--- src/rtl/ov7670_config_sequencer.sv ---
// ov7670_config_sequencer: walks a {register, value} ROM and issues one SCCB write per entry.
// Optional macro CFG_AUTOSTART_EN: fire one implicit pass on the first clk edge after rst deasserts.
module ov7670_config_sequencer #(
    parameter int CAMERA_FREQ  = 25_000_000,
    parameter int DELAY_CYCLES = CAMERA_FREQ / 100,
    parameter int ROM_DEPTH    = 64,
    localparam int IW = $clog2(ROM_DEPTH),
    localparam int DW = (DELAY_CYCLES > 1) ? $clog2(DELAY_CYCLES) : 1
) (
    input  logic          clk,
    input  logic          rst,
    input  logic          cfg_start,
    input  logic          sccb_ready,
    output logic          sccb_start,
    output logic [7:0]    sccb_address,
    output logic [7:0]    sccb_data,
    output logic          cfg_busy,
    output logic          cfg_done,
    output logic [IW-1:0] cfg_index
);
    typedef enum logic [2:0] {IDLE, FETCH, DECODE, WAIT_IDLE, WAIT_ACCEPT, WAIT_DONE, DELAY, DONE} state_t;
    state_t          state;
    logic [15:0]     rom_word;
    logic [DW-1:0]   delay_cnt;
    logic            go;
    logic            last;
    // OV7670 RGB565 bring-up table: FFF0 = settle delay, FFFF = end of table
    function automatic logic [15:0] rom(input logic [IW-1:0] i);
        case (int'(i))
            0:  return 16'h1280;
            1:  return 16'hFFF0;
            2:  return 16'h1204;
            3:  return 16'h1100;
            4:  return 16'h0C00;
            5:  return 16'h3E00;
            6:  return 16'h8C00;
            7:  return 16'h40D0;
            8:  return 16'h3A04;
            9:  return 16'h1438;
            10: return 16'h4FB3;
            11: return 16'h50B3;
            12: return 16'h5100;
            13: return 16'h523D;
            14: return 16'h53A7;
            15: return 16'h54E4;
            16: return 16'h589E;
            17: return 16'h3DC0;
            18: return 16'h1714;
            19: return 16'h1802;
            20: return 16'h3280;
            21: return 16'h1903;
            22: return 16'h1A7B;
            23: return 16'h030A;
            24: return 16'hFFF0;
            25: return 16'h1500;
            default: return 16'hFFFF;
        endcase
    endfunction
    // the last reachable entry doubles as an end marker so the index never wraps mid-pass
    assign last = (cfg_index == IW'(ROM_DEPTH - 1));
`ifdef CFG_AUTOSTART_EN
    logic auto_pend;
    // one-shot that stands in for cfg_start on the first edge out of reset
    always_ff @(posedge clk or posedge rst) begin
        if (rst) auto_pend <= 1'b1;
        else auto_pend <= 1'b0;
    end
    assign go = cfg_start | auto_pend;
`else
    assign go = cfg_start;
`endif
    // sequencer FSM with registered SCCB request and status outputs
    always_ff @(posedge clk or posedge rst) begin
        if (rst) begin
            state        <= IDLE;
            rom_word     <= '0;
            delay_cnt    <= '0;
            sccb_start   <= 1'b0;
            sccb_address <= '0;
            sccb_data    <= '0;
            cfg_busy     <= 1'b0;
            cfg_done     <= 1'b0;
            cfg_index    <= '0;
        end else begin
            sccb_start <= 1'b0;
            case (state)
                IDLE: if (go) begin
                    cfg_index <= '0;
                    cfg_done  <= 1'b0;
                    cfg_busy  <= 1'b1;
                    state     <= FETCH;
                end
                FETCH: begin
                    rom_word <= rom(cfg_index);
                    state    <= DECODE;
                end
                DECODE: if (rom_word == 16'hFFFF || last) state <= DONE;
                else if (rom_word == 16'hFFF0) begin
                    delay_cnt <= DW'(DELAY_CYCLES - 1);
                    state     <= DELAY;
                end else begin
                    {sccb_address, sccb_data} <= rom_word;
                    state <= WAIT_IDLE;
                end
                WAIT_IDLE: if (sccb_ready) begin
                    sccb_start <= 1'b1;
                    state      <= WAIT_ACCEPT;
                end
                WAIT_ACCEPT: if (!sccb_ready) state <= WAIT_DONE;
                WAIT_DONE: if (sccb_ready) begin
                    cfg_index <= cfg_index + 1'b1;
                    state     <= FETCH;
                end
                DELAY: if (delay_cnt == '0) begin
                    cfg_index <= cfg_index + 1'b1;
                    state     <= FETCH;
                end else delay_cnt <= delay_cnt - 1'b1;
                DONE: begin
                    cfg_busy <= 1'b0;
                    cfg_done <= 1'b1;
                    state    <= IDLE;
                end
                default: state <= IDLE;
            endcase
        end
    end
endmodule

--- config.mk ---
export PLATFORM = sky130hd
export DESIGN_NAME = ov7670_config_sequencer
export DESIGN_NICKNAME = d
export VERILOG_FILES = /design/src/rtl/ov7670_config_sequencer.sv
export SDC_FILE = /design/constraint.sdc
export NUM_CORES = 1
export LEC_CHECK = 0
export CORE_UTILIZATION = 58
export DETAILED_ROUTE_END_ITERATION = 10
export PLACE_DENSITY = 0.84
export SETUP_SLACK_MARGIN = 0.2
export SLEW_MARGIN = 40
export SYNTH_ARGS = -nofsm -noshare
export SYNTH_HDL_FRONTEND = slang
export SYNTH_SLANG_ARGS = --single-unit
--- constraint.sdc ---
create_clock -name clk -period 3.3 [get_ports clk]
set_input_delay 0.495 -clock clk [delete_from_list [all_inputs] [get_ports clk]]
set_output_delay 0.495 -clock clk [all_outputs]
set_load 0.005 [all_outputs]
==> results.py <==
metrics = {
    "clock_network": {
        "root_buffer": "clkbuf_8",
        "clk_latency_ns": 0.35,
        "clk_path_buf_depth": 2,
        "cts.sinks": 62,
        "path_clk_slew_ns": 0.07,
        "ctsHoldBuffers": 0,
        "ctsResizeCount": 0,
        "cts_setup_buffers": 0,
        "cts_tree": "yes",
        "cts-buffers-inserted": 9,
        "cts.htree.levels": 3,
    },
    "grt": {
        "grt_util_all_layers_pct": 28.9,
        "grt_start_max_net_pins": 49,
        "grt_pass1_vias": 2849,
        "grt.overflow.total": 0,
        "grt_pass1_wl_um": 13700,
        "antenna_found_initial": 0,
    },
    "power_and_ir_drop": {
        "switching_power_mw": 1.57,
        "p_per_area_nw_per_um2": 990,
        "seqPwrFrac_pct": 37.0,
        "p_int_mw": 2.45,
        "peakVddDrop_mv": 0.541,
        "p_leak_nw": 1.69,
        "combPwrFrac_pct": 44.3,
        "clkPwrFrac_pct": 18.6,
        "swShare_pct": 39.1,
    },
    "timing": {
        "max_freq_ghz": 0.384,
        "fin_ws_ns": 0.697,
        "finalSetupViolCount": 0,
        "skew_ns": 0.00774,
        "finalCritPeriodShare_pct": 78.9,
        "slew_violations": 0,
        "worstMarginPinSlew_ns": 0.731,
        "finalCriticalPeriod_ns": 2.60,
        "hold_viol": 0,
        "rsz0062_at_grt": "no",
        "fin_tns_setup_ns": 0,
        "relSlewSlack_pct": 51.2,
    },
    "floorplan": {
        "std_cell_rows": 27,
        "ios": 29,
        "fp.coreArea_um2": 5640,
        "die_w_um": 79.4,
        "die_area_um2": 6300,
        "start_util_pct": 61.5,
        "chipHeight_um": 79.4,
    },
    "logic_synthesis": {
        "yosysUniqueCellTypes": 54,
        "synthMuxAreaShare_pct": 6.92,
        "synth_edf_count": 0,
        "async_flop_share_pct": 100,
        "synthCells": 366,
        "synth_fp_nets": 382,
        "avgSynthCellArea_um2": 9.49,
        "yosys_warnings": 0,
        "synthAdderAreaFrac_pct": 4.32,
        "ys_ff_latch": 62,
        "synthSimpleGateAreaFrac_pct": 20.3,
        "synth_top_family_by_area": "simple AND/OR/NAND/NOR gates",
        "ys_seq_area_share_pct": 44.7,
        "synth_compound_area_share_pct": 16.8,
        "ys.flop_type": "dfrtp_1",
        "synth_xor_area_share_pct": 3.53,
        "netlist_area_um2": 3470,
    },
    "critical_path": {
        "end_kind": "flip-flop",
        "max_stage_delay_ns": 0.52,
        "cp_slowest_cell": "or4_1",
        "worstPathArrival_ns": 2.88,
        "crit_type": "flip-flop to flip-flop",
        "crit_fanout": 10,
        "start_kind": "flip-flop",
        "crit_chain": "inv_1 -> ha_1 -> nor2b_1 -> nand4_1 -> o31a_1 -> or4_1 -> a21oi_1",
        "cp.required_ns": 3.58,
    },
    "route": {
        "drt_iter0_markers": 199,
        "viasPerCell": 6.21,
        "ant_nets": 0,
        "drc": 0,
        "vias": 2920,
        "totalWireLength_um": 7980,
        "wl_per_cell_um": 17.0,
        "first_pass_iters": 4,
    },
    "placed_design": {
        "numPortBuffers": 28,
        "gp_congestion": 0.915,
        "pre_cts_ws_ns": 0.744,
        "dp_cells": 454,
        "dpl.hpwl_um": 5330,
    },
    "cells_and_area": {
        "multi_input_area_um2": 1810,
        "fin_nets": 409,
        "fillCellCount": 424,
        "syn_to_final_growth_pct": 17.0,
        "regArea_um2": 1550,
        "diodes": 0,
        "drive_gt1_share_pct": 12.1,
        "stdcell_count": 470,
    },
    "status": {
        "status": "finished, final reports clean",
    },
    "run": {
        "cap_violations": 0,
    },
    "worst_hold_path": {
        "hp-class": "flip-flop to flip-flop",
    },
}
cells by family (layout without fill, tap and decap cells):
kind of cell             Yosys count  in the layout
AND/OR/NAND/NOR                  137            137
AO/OA/AOI/OAI                     87             87
flip-flops                        62             62
buffers and inverters             32             64
multiplexers                      22             22
XOR/XNOR                          14             14
adder cells (fa/ha/maj)           12             12
worst paths after layout:
check	cells past startpoint	endpoint	start	slack [ns]
setup / recovery	7	cfg_index[5]$_DFFE_PP0P_	delay_cnt[0]$_DFFE_PP0P_	0.70
hold / removal	1	sccb_data[4]$_DFFE_PP0P_	sccb_data[4]$_DFFE_PP0P_	0.51
setup reg to reg	7	cfg_index[5]$_DFFE_PP0P_	delay_cnt[0]$_DFFE_PP0P_	0.70
hold reg to reg	1	sccb_data[4]$_DFFE_PP0P_	sccb_data[4]$_DFFE_PP0P_	0.51
max in group asynchronous	3	cfg_index[2]$_DFFE_PP0P_	rst	2.14
min in group asynchronous	2	sccb_address[5]$_DFFE_PP0P_	rst	0.58
routing by layer:
layer | wire length [µm] | global-route usage, % | up-vias
met5 | 0 | 0 | -
met2 | 3620 | 42.8 | 112
met4 | 233 | 14.4 | 0
met1 | 3660 | 39.3 | 1402
met3 | 465 | 7.66 | 27
li1 | - | - | 1379
synthesized netlist by cell type, drive strengths merged (3+ instances only):
master	number	area share (%)
dfrtp	62	45
nor2	43	4.6
nand2	25	2.7
a21oi	21	3.0
clkbuf	19	2.1
mux2	16	5.2
o21ai	15	2.2
xor2	13	3.3
ha	12	4.3
inv	12	1.3
nand4	9	1.6
nor2b	9	1.6
nor3	9	1.3
nand2b	8	1.4
nand3	8	1.2
o22ai	8	1.4
o22a	7	1.8
mux2i	6	1.7
a211oi	5	1.1
a31oi	5	0.90
nor3b	4	0.86
a221oi	3	0.76
nor4	3	0.72
o2111ai	3	0.76
o211ai	3	0.65
o21a	3	0.65
o31a	3	0.76
or2	3	0.54
or4	3	0.76
placed cells by master, fill, tap and decap left out, types with 3 or more instances in the layout:
cell type and n:
o22ai_1 8, nor2_1 43, clkbuf_8 10, nor2b_1 9, nor3b_1 3, nand2_1 25
dfrtp_1 62, nand4_1 9, nand2b_1 8, a21oi_1 21, o21ai_0 15, nand3_1 8
o211ai_1 3, mux2_2 16, o31a_1 3, a211oi_1 5, buf_4 8, nor3_1 9
ha_1 12, clkdlybuf4s50_1 28, inv_1 11, o2111ai_1 3, mux2i_1 6, a31oi_1 5
xor2_1 13, o21a_1 3, a221oi_1 3, o22a_1 7
power by group through the flow:
stage	Sequential, mW	Combinational (mW)	Clock, mW
2_1_floorplan	1.33	1.28	0
3_3_place_gp	1.46	1.68	0
3_5_place_dp	1.49	1.75	0
4_1_cts	1.48	1.77	0.757
5_1_grt	1.55	1.97	0.792
6_report	1.49	1.78	0.750
sequential cells by signal, summed over array words and instances, names as in the netlist:
| signal | count |
|---|---|
| rom_word | 16 |
| sccb_data | 8 |
| sccb_start | 1 |
| delay_cnt | 18 |
| cfg_busy | 1 |
| cfg_index | 6 |
| cfg_done | 1 |
| sccb_address | 8 |
| state | 3 |
through the flow:
step / area, µm² / util [%] / hold slack, ns / power (mW)
final: 4060 / 72.0 / 0.510 / 4.02
after floorplan: 3470 / - / 0.469 / 2.61
after CTS: 4060 / 72.0 / 0.511 / 4.01
after global placement: 3830 / 67.9 / 0.481 / 3.15
after detailed placement: 3840 / 68.1 / 0.496 / 3.24
after global routing: 4060 / 72.0 / 0.531 / 4.31
worst max-delay path: cells and delay by family, from the launching register on:
family	cells	cell delay, ns
compound gates	2	0.63
fa+ha+maj	1	0.19
simple gates	3	1.22
flops	1	0.41
buf+inv	1	0.07
cell type report:
class | instances | area share (%)
Multi-Input combinational cell | 272 | 44.6
Tap cell | 72 | 2.22
Timing Repair Buffer | 36 | 8.38
Inverter | 12 | 1.17
Sequential cell | 62 | 38.2
Clock inverter | 6 | 2.09
Clock buffer | 10 | 3.39
Power figures use the tool's default switching activity.
